File: config.mk
export PLATFORM = sky130hd
export DESIGN_NAME = uart_msg_sequencer_flat
export DESIGN_NICKNAME = d
export VERILOG_FILES = /design/src/rtl/uart_msg_sequencer_pkg.sv /design/src/rtl/uart_msg_sequencer_if.sv /design/src/rtl/uart_msg_sequencer_msg_byte_mux.sv /design/src/rtl/uart_msg_sequencer.sv /design/src/flat_wrapper.sv
export SDC_FILE = /design/constraint.sdc
export NUM_CORES = 1
export LEC_CHECK = 0
export BUFFER_PORTS_ARGS = -buffer_cell sky130_fd_sc_hd__buf_2
export CAP_MARGIN = 20
export CELL_PAD_IN_SITES_DETAIL_PLACEMENT = 0
export CELL_PAD_IN_SITES_GLOBAL_PLACEMENT = 2
export CORE_ASPECT_RATIO = 0.9
export CORE_MARGIN = 1
export CORE_UTILIZATION = 37
export DETAILED_ROUTE_END_ITERATION = 16
export PLACE_DENSITY_LB_ADDON = 0.1
export SETUP_SLACK_MARGIN = 0.5
export SLEW_MARGIN = 20
export SYNTH_ARGS = -nofsm -noshare
export SYNTH_HDL_FRONTEND = slang
export SYNTH_HIERARCHICAL = 1
export SYNTH_SLANG_ARGS = --single-unit
File: constraint.sdc
create_clock -name clk -period 4.2 [get_ports clk]
set_clock_uncertainty 0.15 [all_clocks]
set_input_delay 0.84 -clock clk [delete_from_list [all_inputs] [get_ports clk]]
set_output_delay 0.84 -clock clk [all_outputs]
set_load 0.02 [all_outputs]
File: src/rtl/uart_msg_sequencer_pkg.sv
// Shared definitions for the UART message sequencer: FSM state encoding and
// the ASCII characters that message-formatting logic commonly needs.
package uart_msg_sequencer_pkg;

    typedef enum logic [2:0] {
        ST_IDLE  = 3'd0,
        ST_ISSUE = 3'd1,
        ST_WLO   = 3'd2,
        ST_WHI   = 3'd3,
        ST_TERM  = 3'd4,
        ST_FIN   = 3'd5,
        ST_GAP   = 3'd6
    } state_t;

    localparam logic [7:0] ASCII_NUL    = 8'h00;
    localparam logic [7:0] ASCII_LF     = 8'h0A;
    localparam logic [7:0] ASCII_LBRACE = 8'h7B;
    localparam logic [7:0] ASCII_HASH   = 8'h23;

endpackage

File: src/rtl/uart_msg_sequencer_if.sv
// Byte handshake between the sequencer (master) and the UART transmitter (slave).
interface uart_msg_sequencer_if;

    logic [7:0] tx_data;
    logic       tx_send;
    logic       tx_ready;

    modport master (output tx_data, output tx_send, input tx_ready);
    modport slave  (input tx_data, input tx_send, output tx_ready);

endinterface

File: src/rtl/uart_msg_sequencer_msg_byte_mux.sv
// Shadow copy of the message and its clamped length, plus the byte selector
// that picks shadow byte idx (byte 0 lives in the most significant lane).
module msg_byte_mux
    import uart_msg_sequencer_pkg::*;
#(
    parameter int MAX_BYTES = 32,
    parameter int LEN_W     = 6
) (
    input  logic                   clk,
    input  logic                   rst,
    input  logic                   capture,
    input  logic [8*MAX_BYTES-1:0] msg_in,
    input  logic [LEN_W-1:0]       msg_len,
    input  logic [LEN_W-1:0]       idx,
    output logic [LEN_W-1:0]       cap_len,
    output logic [LEN_W-1:0]       len_q,
    output logic [7:0]             byte_out
);

    logic [8*MAX_BYTES-1:0] shadow_q;
    logic [8*MAX_BYTES-1:0] shadow_d;
    logic [LEN_W-1:0]       len_d;

    // cap_len is what the FSM would capture right now, so it can decide on a zero length immediately.
    always_comb begin
        cap_len  = (msg_len > LEN_W'(MAX_BYTES)) ? LEN_W'(MAX_BYTES) : msg_len;
        shadow_d = capture ? msg_in : shadow_q;
        len_d    = capture ? cap_len : len_q;
    end

    always_ff @(posedge clk) begin
        if (rst) begin
            shadow_q <= '0;
            len_q    <= '0;
        end else begin
            shadow_q <= shadow_d;
            len_q    <= len_d;
        end
    end

    always_comb begin
        byte_out = 8'h00;
        for (int k = 0; k < MAX_BYTES; k++) begin
            if (idx == LEN_W'(k)) begin
                byte_out = shadow_q[8*(MAX_BYTES-k)-1 -: 8];
            end
        end
    end

endmodule

File: src/rtl/uart_msg_sequencer.sv
// Streams a captured ASCII message (optionally terminated, optionally repeated
// with an idle gap) into a UART transmitter's send/ready handshake.
module uart_msg_sequencer
    import uart_msg_sequencer_pkg::*;
#(
    parameter int         MAX_BYTES = 32,
    parameter int         LEN_W     = 6,
    parameter int         TERM_EN   = 1,
    parameter logic [7:0] TERM_BYTE = 8'h00,
    parameter int         GAP_TICKS = 0,
    parameter int         GAP_W     = 16
) (
    input  logic                      clk,
    input  logic                      rst,
    input  logic                      en,
    input  logic                      start,
    input  logic                      repeat_mode,
    input  logic [LEN_W-1:0]          msg_len,
    input  logic [8*MAX_BYTES-1:0]    msg_in,
    uart_msg_sequencer_if.master      tx,
    output logic                      busy,
    output logic                      done,
    output logic [LEN_W-1:0]          byte_idx
);

    state_t           state_q, state_d;
    logic [LEN_W-1:0] idx_q, idx_d;
    logic [GAP_W-1:0] gap_q, gap_d;
    logic             term_q, term_d;
    logic             busy_q, busy_d;
    logic             done_q, done_d;
    logic             tx_send_q, tx_send_d;
    logic [7:0]       tx_data_q, tx_data_d;
    logic             recapture;
    logic             capture;
    logic [LEN_W-1:0] cap_len;
    logic [LEN_W-1:0] len_q;
    logic [LEN_W-1:0] last_idx;
    logic [7:0]       cur_byte;

    msg_byte_mux #(
        .MAX_BYTES (MAX_BYTES),
        .LEN_W     (LEN_W)
    ) u_mux (
        .clk      (clk),
        .rst      (rst),
        .capture  (capture),
        .msg_in   (msg_in),
        .msg_len  (msg_len),
        .idx      (idx_q),
        .cap_len  (cap_len),
        .len_q    (len_q),
        .byte_out (cur_byte)
    );

    assign last_idx = len_q - LEN_W'(1);
    assign capture  = recapture & en;

    // term_q marks that the handshake in WLO/WHI belongs to the terminator, not a data byte.
    always_comb begin
        state_d   = state_q;
        idx_d     = idx_q;
        gap_d     = gap_q;
        term_d    = term_q;
        busy_d    = busy_q;
        tx_data_d = tx_data_q;
        tx_send_d = 1'b0;
        done_d    = 1'b0;
        recapture = 1'b0;

        case (state_q)
            ST_IDLE: begin
                if (start) recapture = 1'b1;
            end
            ST_ISSUE: begin
                if (tx.tx_ready) begin
                    tx_data_d = cur_byte;
                    tx_send_d = 1'b1;
                    state_d   = ST_WLO;
                end
            end
            ST_WLO: begin
                if (!tx.tx_ready) state_d = ST_WHI;
            end
            ST_WHI: begin
                if (tx.tx_ready) begin
                    if (term_q || (idx_q == last_idx && TERM_EN == 0)) begin
                        state_d = ST_FIN;
                        done_d  = 1'b1;
                    end else if (idx_q == last_idx) begin
                        state_d = ST_TERM;
                    end else begin
                        idx_d   = idx_q + LEN_W'(1);
                        state_d = ST_ISSUE;
                    end
                end
            end
            ST_TERM: begin
                if (tx.tx_ready) begin
                    tx_data_d = TERM_BYTE;
                    tx_send_d = 1'b1;
                    term_d    = 1'b1;
                    state_d   = ST_WLO;
                end
            end
            ST_FIN: begin
                if (repeat_mode) begin
                    if (GAP_TICKS > 0) begin
                        gap_d   = '0;
                        state_d = ST_GAP;
                    end else begin
                        recapture = 1'b1;
                    end
                end else begin
                    busy_d  = 1'b0;
                    state_d = ST_IDLE;
                end
            end
            ST_GAP: begin
                if (gap_q == GAP_W'(GAP_TICKS - 1)) recapture = 1'b1;
                else                                gap_d     = gap_q + GAP_W'(1);
            end
            default: state_d = ST_IDLE;
        endcase

        // An empty message goes straight to the terminator, or completes with nothing sent.
        if (recapture) begin
            idx_d  = '0;
            gap_d  = '0;
            term_d = 1'b0;
            busy_d = 1'b1;
            if (cap_len == '0) begin
                if (TERM_EN != 0) begin
                    state_d = ST_TERM;
                end else begin
                    done_d = 1'b1;
                    if (state_q == ST_IDLE) begin
                        busy_d  = 1'b0;
                        state_d = ST_IDLE;
                    end else begin
                        state_d = ST_FIN;
                    end
                end
            end else begin
                state_d = ST_ISSUE;
            end
        end
    end

    always_ff @(posedge clk) begin
        if (rst) begin
            state_q   <= ST_IDLE;
            idx_q     <= '0;
            gap_q     <= '0;
            term_q    <= 1'b0;
            busy_q    <= 1'b0;
            done_q    <= 1'b0;
            tx_send_q <= 1'b0;
            tx_data_q <= 8'h00;
        end else if (en) begin
            state_q   <= state_d;
            idx_q     <= idx_d;
            gap_q     <= gap_d;
            term_q    <= term_d;
            busy_q    <= busy_d;
            done_q    <= done_d;
            tx_send_q <= tx_send_d;
            tx_data_q <= tx_data_d;
        end
    end

    assign tx.tx_data = tx_data_q;
    assign tx.tx_send = tx_send_q;
    assign busy       = busy_q;
    assign done       = done_q;
    assign byte_idx   = idx_q;

endmodule

File: src/flat_wrapper.sv
// flat-port wrapper written by rule: the top's interface ports become plain ports
module uart_msg_sequencer_flat import uart_msg_sequencer_pkg::*;
#(
    parameter int         MAX_BYTES = 32,
    parameter int         LEN_W     = 6,
    parameter int         TERM_EN   = 1,
    parameter logic [7:0] TERM_BYTE = 8'h00,
    parameter int         GAP_TICKS = 0,
    parameter int         GAP_W     = 16
)
  (clk, rst, en, start, repeat_mode, msg_len, msg_in, busy, done, byte_idx, tx_tx_data, tx_tx_send, tx_tx_ready);
  uart_msg_sequencer_if tx_i ();
  input  logic clk;
  input  logic rst;
  input  logic en;
  input  logic start;
  input  logic repeat_mode;
  input  logic [LEN_W-1:0] msg_len;
  input  logic [8*MAX_BYTES-1:0] msg_in;
  output logic busy;
  output logic done;
  output logic [LEN_W-1:0] byte_idx;
  output wire logic [$bits(tx_i.tx_data)-1:0] tx_tx_data;
  output wire logic [$bits(tx_i.tx_send)-1:0] tx_tx_send;
  input wire logic [$bits(tx_i.tx_ready)-1:0] tx_tx_ready;
  assign tx_tx_data = tx_i.tx_data;
  assign tx_tx_send = tx_i.tx_send;
  assign tx_i.tx_ready = tx_tx_ready;
  uart_msg_sequencer #(.MAX_BYTES(MAX_BYTES), .LEN_W(LEN_W), .TERM_EN(TERM_EN), .TERM_BYTE(TERM_BYTE), .GAP_TICKS(GAP_TICKS), .GAP_W(GAP_W)) u_core (.clk(clk), .rst(rst), .en(en), .start(start), .repeat_mode(repeat_mode), .msg_len(msg_len), .msg_in(msg_in), .tx(tx_i), .busy(busy), .done(done), .byte_idx(byte_idx));
endmodule
==> results.tsv <==
metric	value	unit
status	finished clean	
setup_viol	0	
final_area	17800	um2
synth_mux_area_share	23.5	%
pwr-share-clk	37.7	%
critPathMostFrequentCell	nand3_1	
yosys.area_share.adder	0.254	%
syn_inst	1603	
initial_core_util	37.5	%
hpwl	37400	um
wire_per_inst	21.9	um
syn2layout_area_growth	20.4	%
io_pins	285	
grt_use_total	25.5	%
path_buf_inv	1	
htreeDepth	2	
worstHoldPathType	flop to flop	
power.switching	2.58	mW
drt_wl_total	52200	um
syn_nets	1874	
period_minus_slack	3.44	ns
place_congestion	0.862	
intPower	6.21	mW
die-area	40700	um2
synth-compound-area-share	12.5	%
max_freq	291	MHz
max-cap-violations	0	
numPlacedInstances	2319	
synthSimpleGateAreaFrac	17.5	%
cts.sinks	299	
drive_above_1_share	23.1	%
syn_area_per_cell	9.21	um2
detail-route-antenna-nets	0	
pwr-share-seq	40.3	%
core-area	39400	um2
mostFrequentLayoutCells	nor2_1, dfxtp_1, mux2i_1	
root_buffer	clkbuf_16	
drc	0	
async_flop_share	0	%
relSlewSlack	34.6	%
crit_type	flop to flop	
synth-edff-count	0	
port_buffers	284	
critical_path_required	4.41	ns
ctsResizeCount	0	
final_util	45.2	%
cpLargestDelayFamily	compound AO/OA/AOI/OAI gates	
slowest_stage	dfxtp_4	
clk_latency	0.53	ns
tightest_slew	0.982	ns
clk_pin_slew	0.06	ns
detail_route.vias_per_cell	5.40	
synth-xor-area-share	1.01	%
critPathLaunchType	flop	
fin_tns_setup	0	ns
synth_top_family_by_area	multiplexers	
p_sw_share	29.4	%
final_max_slew_viol_count	0	
synth-seq-cells	299	
p_leak	6.75	nW
placed_area	16500	um2
ys_seq_area_share	40.5	%
grt_max_degree	146	
num_vias	12865	
powerDensity	495	nW/um2
std_cell_rows	69	
cpPeakStageDelay	0.86	ns
grt_pass1_vias	12372	
period_share	81.8	%
grt_pass1_wl	77900	um
path_cells	buf_12, mux4_2, a211oi_1, nand3_1, o21ai_0, o21ai_1, nand3_1, a21oi_1	
hold_buffers	0	
synth-main-ff-cell	dfxtp_1	
synth.distinct_cells	90	
vdd_ir_drop_max	0.291	mV
p_total	8.80	mW
grt_antenna_before_repair	7	
fin_nets	2095	
netlist_area	14800	um2
die_y	192	um
detail_route.iter0.violations	974	
cts_tree	done	
cts_setup_buffers	0	
cts_buffers	35	
cp.arrival	3.64	ns
die_w	213	um
clock_path_buffers	3	
cp-end-kind	flop	
comb_power_share	22.0	%
grt.overflow.total	0	
rsz0062_at_grt	false	
final_cells	2383	
final_common_cell	nor2_1	
cp_max_fo	60	
drt-pass1-iter-count	5	
hold_viol	0	
regToRegSetupSlack	0.76	ns
ys_warn_count	6	
## state kept, by name (all words and copies together), names as in the netlist
register	flops
u_core/term_q	1
u_core/u_mux/shadow_q	256
u_core/gap_q	16
u_core/done	1
u_core/tx.tx_data	8
u_core/tx.tx_send	1
u_core/state_q	3
u_core/busy	1
u_core/byte_idx	6
u_core/u_mux/len_q	6
## metal layers
layer / GRT usage [%] / part of all wire [%] / vias up
met4: 6.70 / 2.2 / 12
met1: 36.4 / 47 / 6178
met5: 0 / 0.15 / -
li1: - / - / 6193
met3: 5.14 / 6.5 / 77
met2: 38.7 / 44 / 405
## final timing paths
| check | from | endpoint | cells past startpoint |
|---|---|---|---|
| max | u_core/byte_idx[0]$_SDFFE_PP0P_ | u_core/tx.tx_data[1]$_SDFFE_PP0P_ | 8 |
| min | u_core/tx.tx_data[1]$_SDFFE_PP0P_ | u_core/tx.tx_data[1]$_SDFFE_PP0P_ | 2 |
| max reg2reg | u_core/byte_idx[0]$_SDFFE_PP0P_ | u_core/tx.tx_data[1]$_SDFFE_PP0P_ | 8 |
| min reg2reg | u_core/tx.tx_data[1]$_SDFFE_PP0P_ | u_core/tx.tx_data[1]$_SDFFE_PP0P_ | 2 |
## worst register-to-register path, cell delays in order (launching register included)
cell and delay, ns:
dfxtp_4 0.86, buf_12 0.39, mux4_2 0.64, a211oi_1 0.60, nand3_1 0.27, o21ai_0 0.14, o21ai_1 0.09, nand3_1 0.08
a21oi_1 0.08
## synthesized netlist by cell type (all sizes together) (20+ instances only)
cell type,number,area share [%]
nor2b,22,0.93
nand3,29,0.98
o22ai,20,0.85
a21oi,71,2.5
o21ai,49,1.7
mux2i,292,20
dfxtp,299,41
nor3,22,0.78
buf,77,3.0
inv,20,0.51
clkbuf,48,1.2
nand2,72,1.9
nor2,309,7.9
## power by group through the flow
stage / clock network, mW / registers, mW / logic (mW)
floorplan: 0 / 3.45 / 1.52
global placement: 0 / 3.59 / 1.91
detailed placement: 0 / 3.60 / 1.93
CTS: 3.40 / 3.54 / 1.95
global route: 3.51 / 3.59 / 2.12
finish: 3.32 / 3.54 / 1.93
## cell type report
type                    instances  area, um2
inverters                      20       82.6
clock buffers                  53       1080
diodes                          1       2.50
well taps                     532        666
flip-flops and latches        299       5990
multi-input cells            1159       8080
fillers                      3985      21600
clock inverters                10        184
repair buffers                309       1690
## metrics by stage
| step | setup WS (ns) | hold WS, ns |
|---|---|---|
| 2_1_floorplan | 1.30 | 0.302 |
| 3_3_place_gp | 0.874 | 0.291 |
| 3_5_place_dp | 0.831 | 0.295 |
| 4_1_cts | 0.837 | 0.302 |
| 5_1_grt | 0.622 | 0.319 |
| 6_report | 0.764 | 0.299 |
## kinds of logic after synthesis
family | Yosys count
multiplexers | 324
flip-flops | 299
AO/OA/AOI/OAI | 269
XOR/XNOR | 17
buffers and inverters | 145
AND/OR/NAND/NOR | 546
adder cells (fa/ha/maj) | 3
(Power assumes the default switching activity.)
